==> src/rtl/dist_min_scanner.sv <==
// Extract-min scanner for the Dijkstra engine: streams the distance RAM
// and keeps the unvisited node with the smallest finite distance.
module dist_min_scanner #(
  parameter int                 ADDR_W = 5,
  parameter int                 DATA_W = 8,
  parameter int                 RD_LAT = 2,
  parameter logic [DATA_W-1:0]  INF    = '1
) (
  input  logic                  clk,
  input  logic                  rst_n,
  input  logic                  start,
  input  logic [ADDR_W:0]       num_nodes,
  input  logic [2**ADDR_W-1:0]  visited,
  output logic [ADDR_W-1:0]     ram_rd_addr,
  input  logic [DATA_W-1:0]     ram_rd_data,
  output logic                  busy,
  output logic                  done,
  output logic                  found,
  output logic [ADDR_W-1:0]     min_node,
  output logic [DATA_W-1:0]     min_dist
);

  localparam int LAST = RD_LAT - 1;

  typedef enum logic [1:0] {
    IDLE,
    ISSUE,
    DRAIN,
    DONE
  } state_e;

  state_e                 state_q, state_d;
  logic [ADDR_W-1:0]      cnt_q, cnt_d;
  logic [ADDR_W:0]        n_q, n_d;
  logic [2**ADDR_W-1:0]   vis_q, vis_d;
  logic [RD_LAT-1:0]      pv_q, pv_d;
  logic [ADDR_W-1:0]      pi_q [RD_LAT];
  logic [ADDR_W-1:0]      pi_d [RD_LAT];
  logic                   found_q, found_d;
  logic [ADDR_W-1:0]      node_q, node_d;
  logic [DATA_W-1:0]      dist_q, dist_d;
  logic                   issue;
  logic                   take;

  // Tail of the pipe lines up with the registered RAM data.
  assign take = pv_q[LAST]
             && !vis_q[pi_q[LAST]]
             && (ram_rd_data != INF)
             && (!found_q || (ram_rd_data < dist_q));

  always_comb begin
    state_d = state_q;
    cnt_d   = cnt_q;
    n_d     = n_q;
    vis_d   = vis_q;
    found_d = found_q;
    node_d  = node_q;
    dist_d  = dist_q;
    issue   = 1'b0;

    if (take) begin
      found_d = 1'b1;
      node_d  = pi_q[LAST];
      dist_d  = ram_rd_data;
    end

    unique case (state_q)
      IDLE: begin
        if (start) begin
          n_d     = num_nodes;
          vis_d   = visited;
          cnt_d   = '0;
          found_d = 1'b0;
          node_d  = '0;
          dist_d  = '0;
          state_d = (num_nodes == '0) ? DRAIN : ISSUE;
        end
      end
      ISSUE: begin
        issue = 1'b1;
        cnt_d = cnt_q + 1'b1;
        if ({1'b0, cnt_q} == n_q - 1'b1) state_d = DRAIN;
      end
      DRAIN: begin
        if (pv_q == '0) state_d = DONE;
      end
      DONE: state_d = IDLE;
      default: state_d = IDLE;
    endcase

    pv_d[0] = issue;
    pi_d[0] = cnt_q;
    for (int i = 1; i < RD_LAT; i++) begin
      pv_d[i] = pv_q[i-1];
      pi_d[i] = pi_q[i-1];
    end
  end

  always_ff @(posedge clk or negedge rst_n) begin
    if (!rst_n) begin
      state_q <= IDLE;
      cnt_q   <= '0;
      n_q     <= '0;
      vis_q   <= '0;
      pv_q    <= '0;
      found_q <= 1'b0;
      node_q  <= '0;
      dist_q  <= '0;
      for (int i = 0; i < RD_LAT; i++) pi_q[i] <= '0;
    end else begin
      state_q <= state_d;
      cnt_q   <= cnt_d;
      n_q     <= n_d;
      vis_q   <= vis_d;
      pv_q    <= pv_d;
      found_q <= found_d;
      node_q  <= node_d;
      dist_q  <= dist_d;
      for (int i = 0; i < RD_LAT; i++) pi_q[i] <= pi_d[i];
    end
  end

  assign ram_rd_addr = (state_q == ISSUE) ? cnt_q : '0;
  assign busy        = (state_q == ISSUE) || (state_q == DRAIN);
  assign done        = (state_q == DONE);
  assign found       = found_q;
  assign min_node    = node_q;
  assign min_dist    = dist_q;

endmodule

==> config.mk <==
export PLATFORM = sky130hd
export DESIGN_NAME = dist_min_scanner
export DESIGN_NICKNAME = d
export VERILOG_FILES = /design/src/rtl/dist_min_scanner.sv
export SDC_FILE = /design/constraint.sdc
export NUM_CORES = 1
export LEC_CHECK = 0
export ABC_AREA = 1
export ABC_CLOCK_PERIOD_IN_PS = 1790
export CELL_PAD_IN_SITES_DETAIL_PLACEMENT = 1
export CELL_PAD_IN_SITES_GLOBAL_PLACEMENT = 1
export CORE_MARGIN = 1.5
export CORE_UTILIZATION = 34
export CTS_CLUSTER_DIAMETER = 50
export DETAILED_ROUTE_END_ITERATION = 6
export PLACE_DENSITY = 0.8
export SLEW_MARGIN = 20
export SYNTH_ARGS = -nofsm -noshare
export SYNTH_HDL_FRONTEND = slang
export SYNTH_SLANG_ARGS = --single-unit
==> constraint.sdc <==
create_clock -name clk -period 1.79 [get_ports clk]
set_clock_uncertainty 0.1 [all_clocks]
set_input_delay 0.2685 -clock clk [delete_from_list [all_inputs] [get_ports clk]]
set_output_delay 0.2685 -clock clk [all_outputs]
set_load 0.01 [all_outputs]
==> run_results.csv, run 1 <==
group,metric,value,unit
critical_path,crit_path_end_kind,"register",
critical_path,crit_type,"reg -> reg",
synth,yosysWarnings,0,
clocking,cts_buffer_depth,2,
synth,synthDistinctLibCells,26,
synth,syn_area,3660,µm²
clocking,numCtsBuffers,9,
sta,finalCritPeriodShare,105,%
floorplan,dieArea,11400,µm²
critical_path,worst-path-max-fanout,8,
detailed_routing,drt_iter0_markers,154,
floorplan,die_w,107,µm
sta,setup-tns-final,-476,ps
clocking,clkTransAtPathRegs,70,ps
floorplan,fp.coreArea,10400,µm²
detailed_routing,met2RoutedLength,5.68,mm
global_routing,grt_pass1_vias,3874,
critical_path,r2r_slack,-80,ps
job,drv_cap,0,
critical_path,path_cells,"inv_1 > ha_1 > inv_1 > o31a_1 > nand2_2 > nand2_4 > buf_6 > nand4_1 > nand2_1 > nor2_2",
synth,yosysSeqAreaShare,48.6,%
placement,gp_congestion,0.824,
synth,synth_seq_cells,71,
detailed_routing,postRouteAntennaNets,0,
detailed_routing,vias,3419,
finish,drive_above_1_share,22.9,%
detailed_routing,dr.pass1.iters,4,
floorplan,ioPinCount,70,
sta,rsz0062_at_grt,"true",
clocking,htreeDepth,3,
critical_path,cp_slowest_cell,"dfrtp_1",
sta,setup_ws,-83.3,ps
floorplan,die_y,107,µm
placement,io_buffers,69,
synth,synth_nets,534,
floorplan,rows,37,
pwr,p_leak,2.64,nW
detailed_routing,drt-wirelength-per-cell,15.2,µm
sta,slew_violations,0,
critical_path,start_kind,"register",
sta,finalSetupViolCount,11,
finish,final_common_cell,"nand2_1",
clocking,cts_num_sinks,71,
global_routing,grt-ovfl-total,0,
status,violations,"setup timing",
detailed_routing,met3_length,316,µm
detailed_routing,drc_errors,0,
global_routing,grt_usage,20.1,%
critical_path,slowest_delay,360,ps
min_path,worstHoldPathType,"reg -> reg",
clocking,clkLatencyLatePin,340,ps
global_routing,grt_max_degree,72,
detailed_routing,wl_met1,4.65,mm
critical_path,required,1960,ps
sta,min_period,1870,ps
sta,tightest_slew,389,ps
finish,utilization,50.7,%
sta,slew_headroom,74.0,%
detailed_routing,wl,10.9,mm
synth,postSynthCellCount,472,
sta,hold_viol_final,0,
critical_path,cp_data_arrival_time,2040,ps
clocking,cts_tree,"built",
finish,layout.cells.most_common_list,"nand2_1, inv_1, dfrtp_1",
global_routing,antenna_found_initial,0,
sta,clock.fmax,534,MHz
clocking,cts_root_buffer,"clkbuf_8",
finish,area_growth,43.6,%
pwr,power.density,1670,nW/µm²
finish,diodes,0,
synth,syn_area_per_cell,7.75,µm²
detailed_routing,via_per_inst,4.77,
detailed_routing,top_layer,"met4",
global_routing,grt_pass1_wl,18.1,mm
floorplan,start_util,35.3,%
pwr,vdd_drop_max,0.682,mV
placement,hpwl,7.13,mm
finish,final_nets,638,
status,status,"finished, violations left",
critical_path,cp_common_cell,"inv_1",
## state kept, by name, indices dropped and copies added (netlist names)
register / cells
pi_q: 5
found: 1
pv_q: 2
n_q: 6
pi_d: 5
vis_q: 32
min_dist: 8
state_q: 2
cnt_q: 5
min_node: 5
## cells by family after synthesis
| kind of cell | Yosys count | synth area share (%) |
|---|---|---|
| DFF | 71 | 48.6 |
| and+or+nand+nor | 227 | 26.6 |
| buffers and inverters | 106 | 11.7 |
| xor gates and xnor gates | 8 | 1.92 |
| adders and majority gates | 13 | 4.45 |
| AOI/OAI and AO/OA | 47 | 6.77 |
## path summary, 6_finish.rpt
| kind | start | to | cells past startpoint |
|---|---|---|---|
| min in group asynchronous | rst_n | min_node[2] | 3 |
| hold / removal | pi_d[4] | pi_q[4] | 0 |
| setup reg to reg | min_dist[6] | min_dist[3] | 10 |
| max in group asynchronous | rst_n | pi_q[0] | 3 |
| setup / recovery | min_dist[6] | min_dist[3] | 10 |
| hold reg to reg | pi_d[4] | pi_q[4] | 0 |
## critical path: cells and delay by family, from the launching register on
kind,cells,cell delay [ps]
flops,1,360
compound gates,1,320
simple gates,5,480
buf+inv,3,270
fa+ha+maj,1,270
## cell type report
type                            instances  area (µm²)
Fill cell                            1261        5120
Clock inverter                          3        17.5
Sequential cell                        71        1780
Timing Repair Buffer                  111        1040
Multi-Input combinational cell        296        1760
Clock buffer                           13         159
Tap cell                              136         170
Inverter                               87         329
## metrics by stage
step           hold WS (ps)  instances  total power, mW  cell area, µm²  worst slack [ps]
2_1_floorplan          -127        472             5.10            3660              8.33
3_3_place_gp            228        685             6.33            4650              -322
3_5_place_dp            232        685             6.57            4650              -420
4_1_cts                 253        712             8.31            5090             -56.7
5_1_grt                 257        717             9.56            5250              -171
6_report                248        717             8.80            5250             -83.3
## cell usage after synthesis
cell | instances | area share, %
dfrtp_1 | 71 | 49
nor4_1 | 1 | 0.17
nor3_1 | 2 | 0.27
xor2_1 | 5 | 1.2
o21ai_1 | 1 | 0.14
a21oi_1 | 8 | 1.1
buf_4 | 1 | 0.21
inv_2 | 2 | 0.21
nand3_4 | 1 | 0.48
ha_1 | 13 | 4.4
clkbuf_1 | 9 | 0.92
buf_1 | 3 | 0.31
o21ai_0 | 33 | 4.5
o22ai_1 | 1 | 0.17
buf_2 | 3 | 0.41
buf_6 | 3 | 0.92
xnor2_1 | 3 | 0.72
inv_1 | 85 | 8.7
nand3_1 | 27 | 3.7
nor2_1 | 34 | 3.5
nand3_2 | 2 | 0.55
o21a_1 | 3 | 0.62
nand2_1 | 140 | 14
nand2_4 | 1 | 0.31
o31a_1 | 1 | 0.24
nand4_1 | 19 | 3.2
## where the power goes
group / internal, mW / total (mW) / switching (mW)
clock network: 0.576 / 1.17 / 0.599
registers: 2.28 / 2.71 / 0.440
logic: 2.16 / 4.91 / 2.75
total: 5.01 / 8.80 / 3.79
## repair_timing
item / 4_1_cts / 5_1_grt
hold buffers: 1 / 0
hold endpoints to repair: 71 / 0
pin swaps: 19 / 34
buffers inserted: 7 / 7
endpoints found under the setup margin: 21 / 23
gates resized for setup: 54 / 56
cloned: 3 / 0
## routing by layer
layer | up-vias | track usage, %
met5 | - | 0
met4 | 0 | 8.57
met3 | 22 | 3.71
met2 | 71 | 36.2
met1 | 1658 | 23.3
li1 | 1668 | -
Note: power is estimated with default switching activity, not from simulation.
==> run 2, diff against run 1 <==
--- a/config.mk
+++ b/config.mk
@@ -13,7 +13,9 @@
 export CORE_UTILIZATION = 34
 export CTS_CLUSTER_DIAMETER = 50
 export DETAILED_ROUTE_END_ITERATION = 6
+export HOLD_SLACK_MARGIN = 0.15
 export PLACE_DENSITY = 0.8
+export RECOVER_POWER = 50
 export SLEW_MARGIN = 20
 export SYNTH_ARGS = -nofsm -noshare
 export SYNTH_HDL_FRONTEND = slang
==> run 2 against run 1 <==
  * The run still ends with setup timing left
  * Via count unchanged
  * Final cell count is the same
  * Largest power group unchanged
  * Power is 0.13% lower
  * Largest cell class unchanged
  * Global-route usage unchanged
  * Clock power barely moved
==> run_results.csv, run 2 (synthesized netlist as in run 1, its figures left out) <==
group,metric,value,unit
status,status,"finished, violations left",
status,violations,"setup timing",
sta,rsz0062_at_grt,"true",
finish,largest_register_ffs,32,
placement,dp_cells,685,
finish,final_common_cell,"nand2_1",
critical_path,crit_type,"reg -> reg",
global_routing,antenna_found_initial,0,
finish,regMostFlops,"vis_q",
critical_path,cp_common_cell,"inv_1",
finish,fin_cells,717,
floorplan,fp.coreArea,10400,µm²
floorplan,die_y,107,µm
critical_path,path_buf_inv,3,
critical_path,start_kind,"register",
floorplan,start_util,35.3,%
critical_path,crit_path_end_kind,"register",
finish,area_growth,43.2,%
clocking,cts_buffer_depth,2,
sta,min_period,1870,ps
pwr,internal_power,5.00,mW
critical_path,slowest_delay,360,ps
pwr,power.density,1680,nW/µm²
pwr,seqPwrFrac,30.9,%
floorplan,dieArea,11400,µm²
detailed_routing,vias,3419,
floorplan,rows,37,
finish,diodes,0,
detailed_routing,drt_iter0_markers,143,
global_routing,grt-ovfl-total,0,
sta,slew_headroom,34.6,%
global_routing,grt_usage,20.1,%
detailed_routing,via_per_inst,4.77,
floorplan,die_w,107,µm
placement,gp_congestion,0.824,
sta,clock.fmax,534,MHz
floorplan,ioPinCount,70,
finish,final_nets,638,
clocking,numCtsBuffers,9,
finish,fin_area,5240,µm²
detailed_routing,drt-wirelength-per-cell,15.2,µm
global_routing,use_met3,3.71,%
clocking,clkLatencyLatePin,340,ps
clocking,htreeDepth,3,
critical_path,critPathTopFamily,"simple AND/OR/NAND/NOR gates",
pwr,p_leak,2.63,nW
placement,placed_area,4650,µm²
pwr,pwr-share-clk,13.4,%
global_routing,grt_pass1_wl,18.1,mm
sta,tightest_slew,981,ps
pwr,switchingPower,3.79,mW
global_routing,grt_pass1_vias,3874,
min_path,worstHoldPathType,"reg -> reg",
global_routing,grt_util_met1,23.3,%
job,drv_cap,0,
pwr,p_comb_share,55.7,%
finish,drive_above_1_share,22.7,%
sta,slew_violations,0,
pwr,switching_share,43.1,%
clocking,cts_tree,"built",
sta,hold_ws,248,ps
placement,pre_cts_slack,-420,ps
placement,hpwl,7.13,mm
sta,setup-tns-final,-476,ps
global_routing,grt_busiest_layer,"met2",
critical_path,cp_data_arrival_time,2040,ps
global_routing,use_met2,36.2,%
clocking,clkTransAtPathRegs,70,ps
sta,hold_viol_final,0,
detailed_routing,wl,10.9,mm
detailed_routing,postRouteAntennaNets,0,
sta,setup_ws,-83.4,ps
critical_path,path_cells,"inv_1 > ha_1 > inv_1 > o31a_1 > nand2_2 > nand2_4 > buf_6 > nand4_1 > nand2_1 > nor2_2",
placement,io_buffers,69,
sta,finalSetupViolCount,11,
critical_path,required,1960,ps
pwr,p_total,8.79,mW
critical_path,cp_slowest_cell,"dfrtp_1",
global_routing,grt_max_degree,72,
sta,finalCritPeriodShare,105,%
critical_path,worst-path-max-fanout,8,
clocking,cts_num_sinks,71,
finish,layout.cells.most_common_list,"nand2_1, inv_1, dfrtp_1",
detailed_routing,drc_errors,0,
finish,utilization,50.5,%
clocking,cts_root_buffer,"clkbuf_8",
detailed_routing,dr.pass1.iters,4,
pwr,vdd_drop_max,0.682,mV
run 2: cell types whose count changed in the layout (fill, tap and decap cells not counted), sizes merged:
cell	previous run	this run
buf	44	42
clkbuf	16	18
run 2: layout make-up:
cell class                 count  area (µm²)
multi-input combinational    296        1760
timing repair buffer         111        1030
sequential                    71        1780
clock buffer                  13         159
tap                          136         170
inverter                      87         329
clock inverter                 3        17.5
fill                        1263        5130
run 2: repair_timing:
| item | CTS | global route |
|---|---|---|
| buffers inserted | 7 | 7 |
| cloned | 3 | 0 |
| hold buffers | 1 | 0 |
| pin swaps | 19 | 34 |
| endpoints found under the setup margin | 21 | 23 |
| resized for setup | 54 | 56 |
| hold endpoints to repair | 71 | 0 |
run 2: worst paths after layout:
path                              from     endpoint  slack, ps  depth (start not counted)
min                            pi_d[4]      pi_q[4]        250                          0
max                        min_dist[6]  min_dist[3]        -80                         10
max reg2reg                min_dist[6]  min_dist[3]        -80                         10
max in group asynchronous        rst_n      pi_q[0]        280                          3
min reg2reg                    pi_d[4]      pi_q[4]        250                          0
min in group asynchronous        rst_n  min_node[2]        620                          3
run 2: routing by layer:
layer | vias up | part of all wire (%)
met3 | 22 | 2.9
li1 | 1668 | -
met5 | - | 0
met1 | 1658 | 43
met2 | 71 | 52
met4 | 0 | 2.5
run 2: worst reg2reg max path, cell delays in order, from the launching register on:
cell	delay (ps)
dfrtp_1	360
inv_1	70
ha_1	270
inv_1	50
o31a_1	320
nand2_2	100
nand2_4	80
buf_6	150
nand4_1	110
nand2_1	90
nor2_2	100
run 2: power groups by stage:
stage	Sequential (mW)	Combinational (mW)	Clock, mW
after global routing	2.78	5.48	1.28
after global placement	2.64	3.70	0
final	2.71	4.90	1.17
after detailed placement	2.67	3.90	0
after CTS	2.67	4.43	1.21
after floorplan	2.61	2.48	0
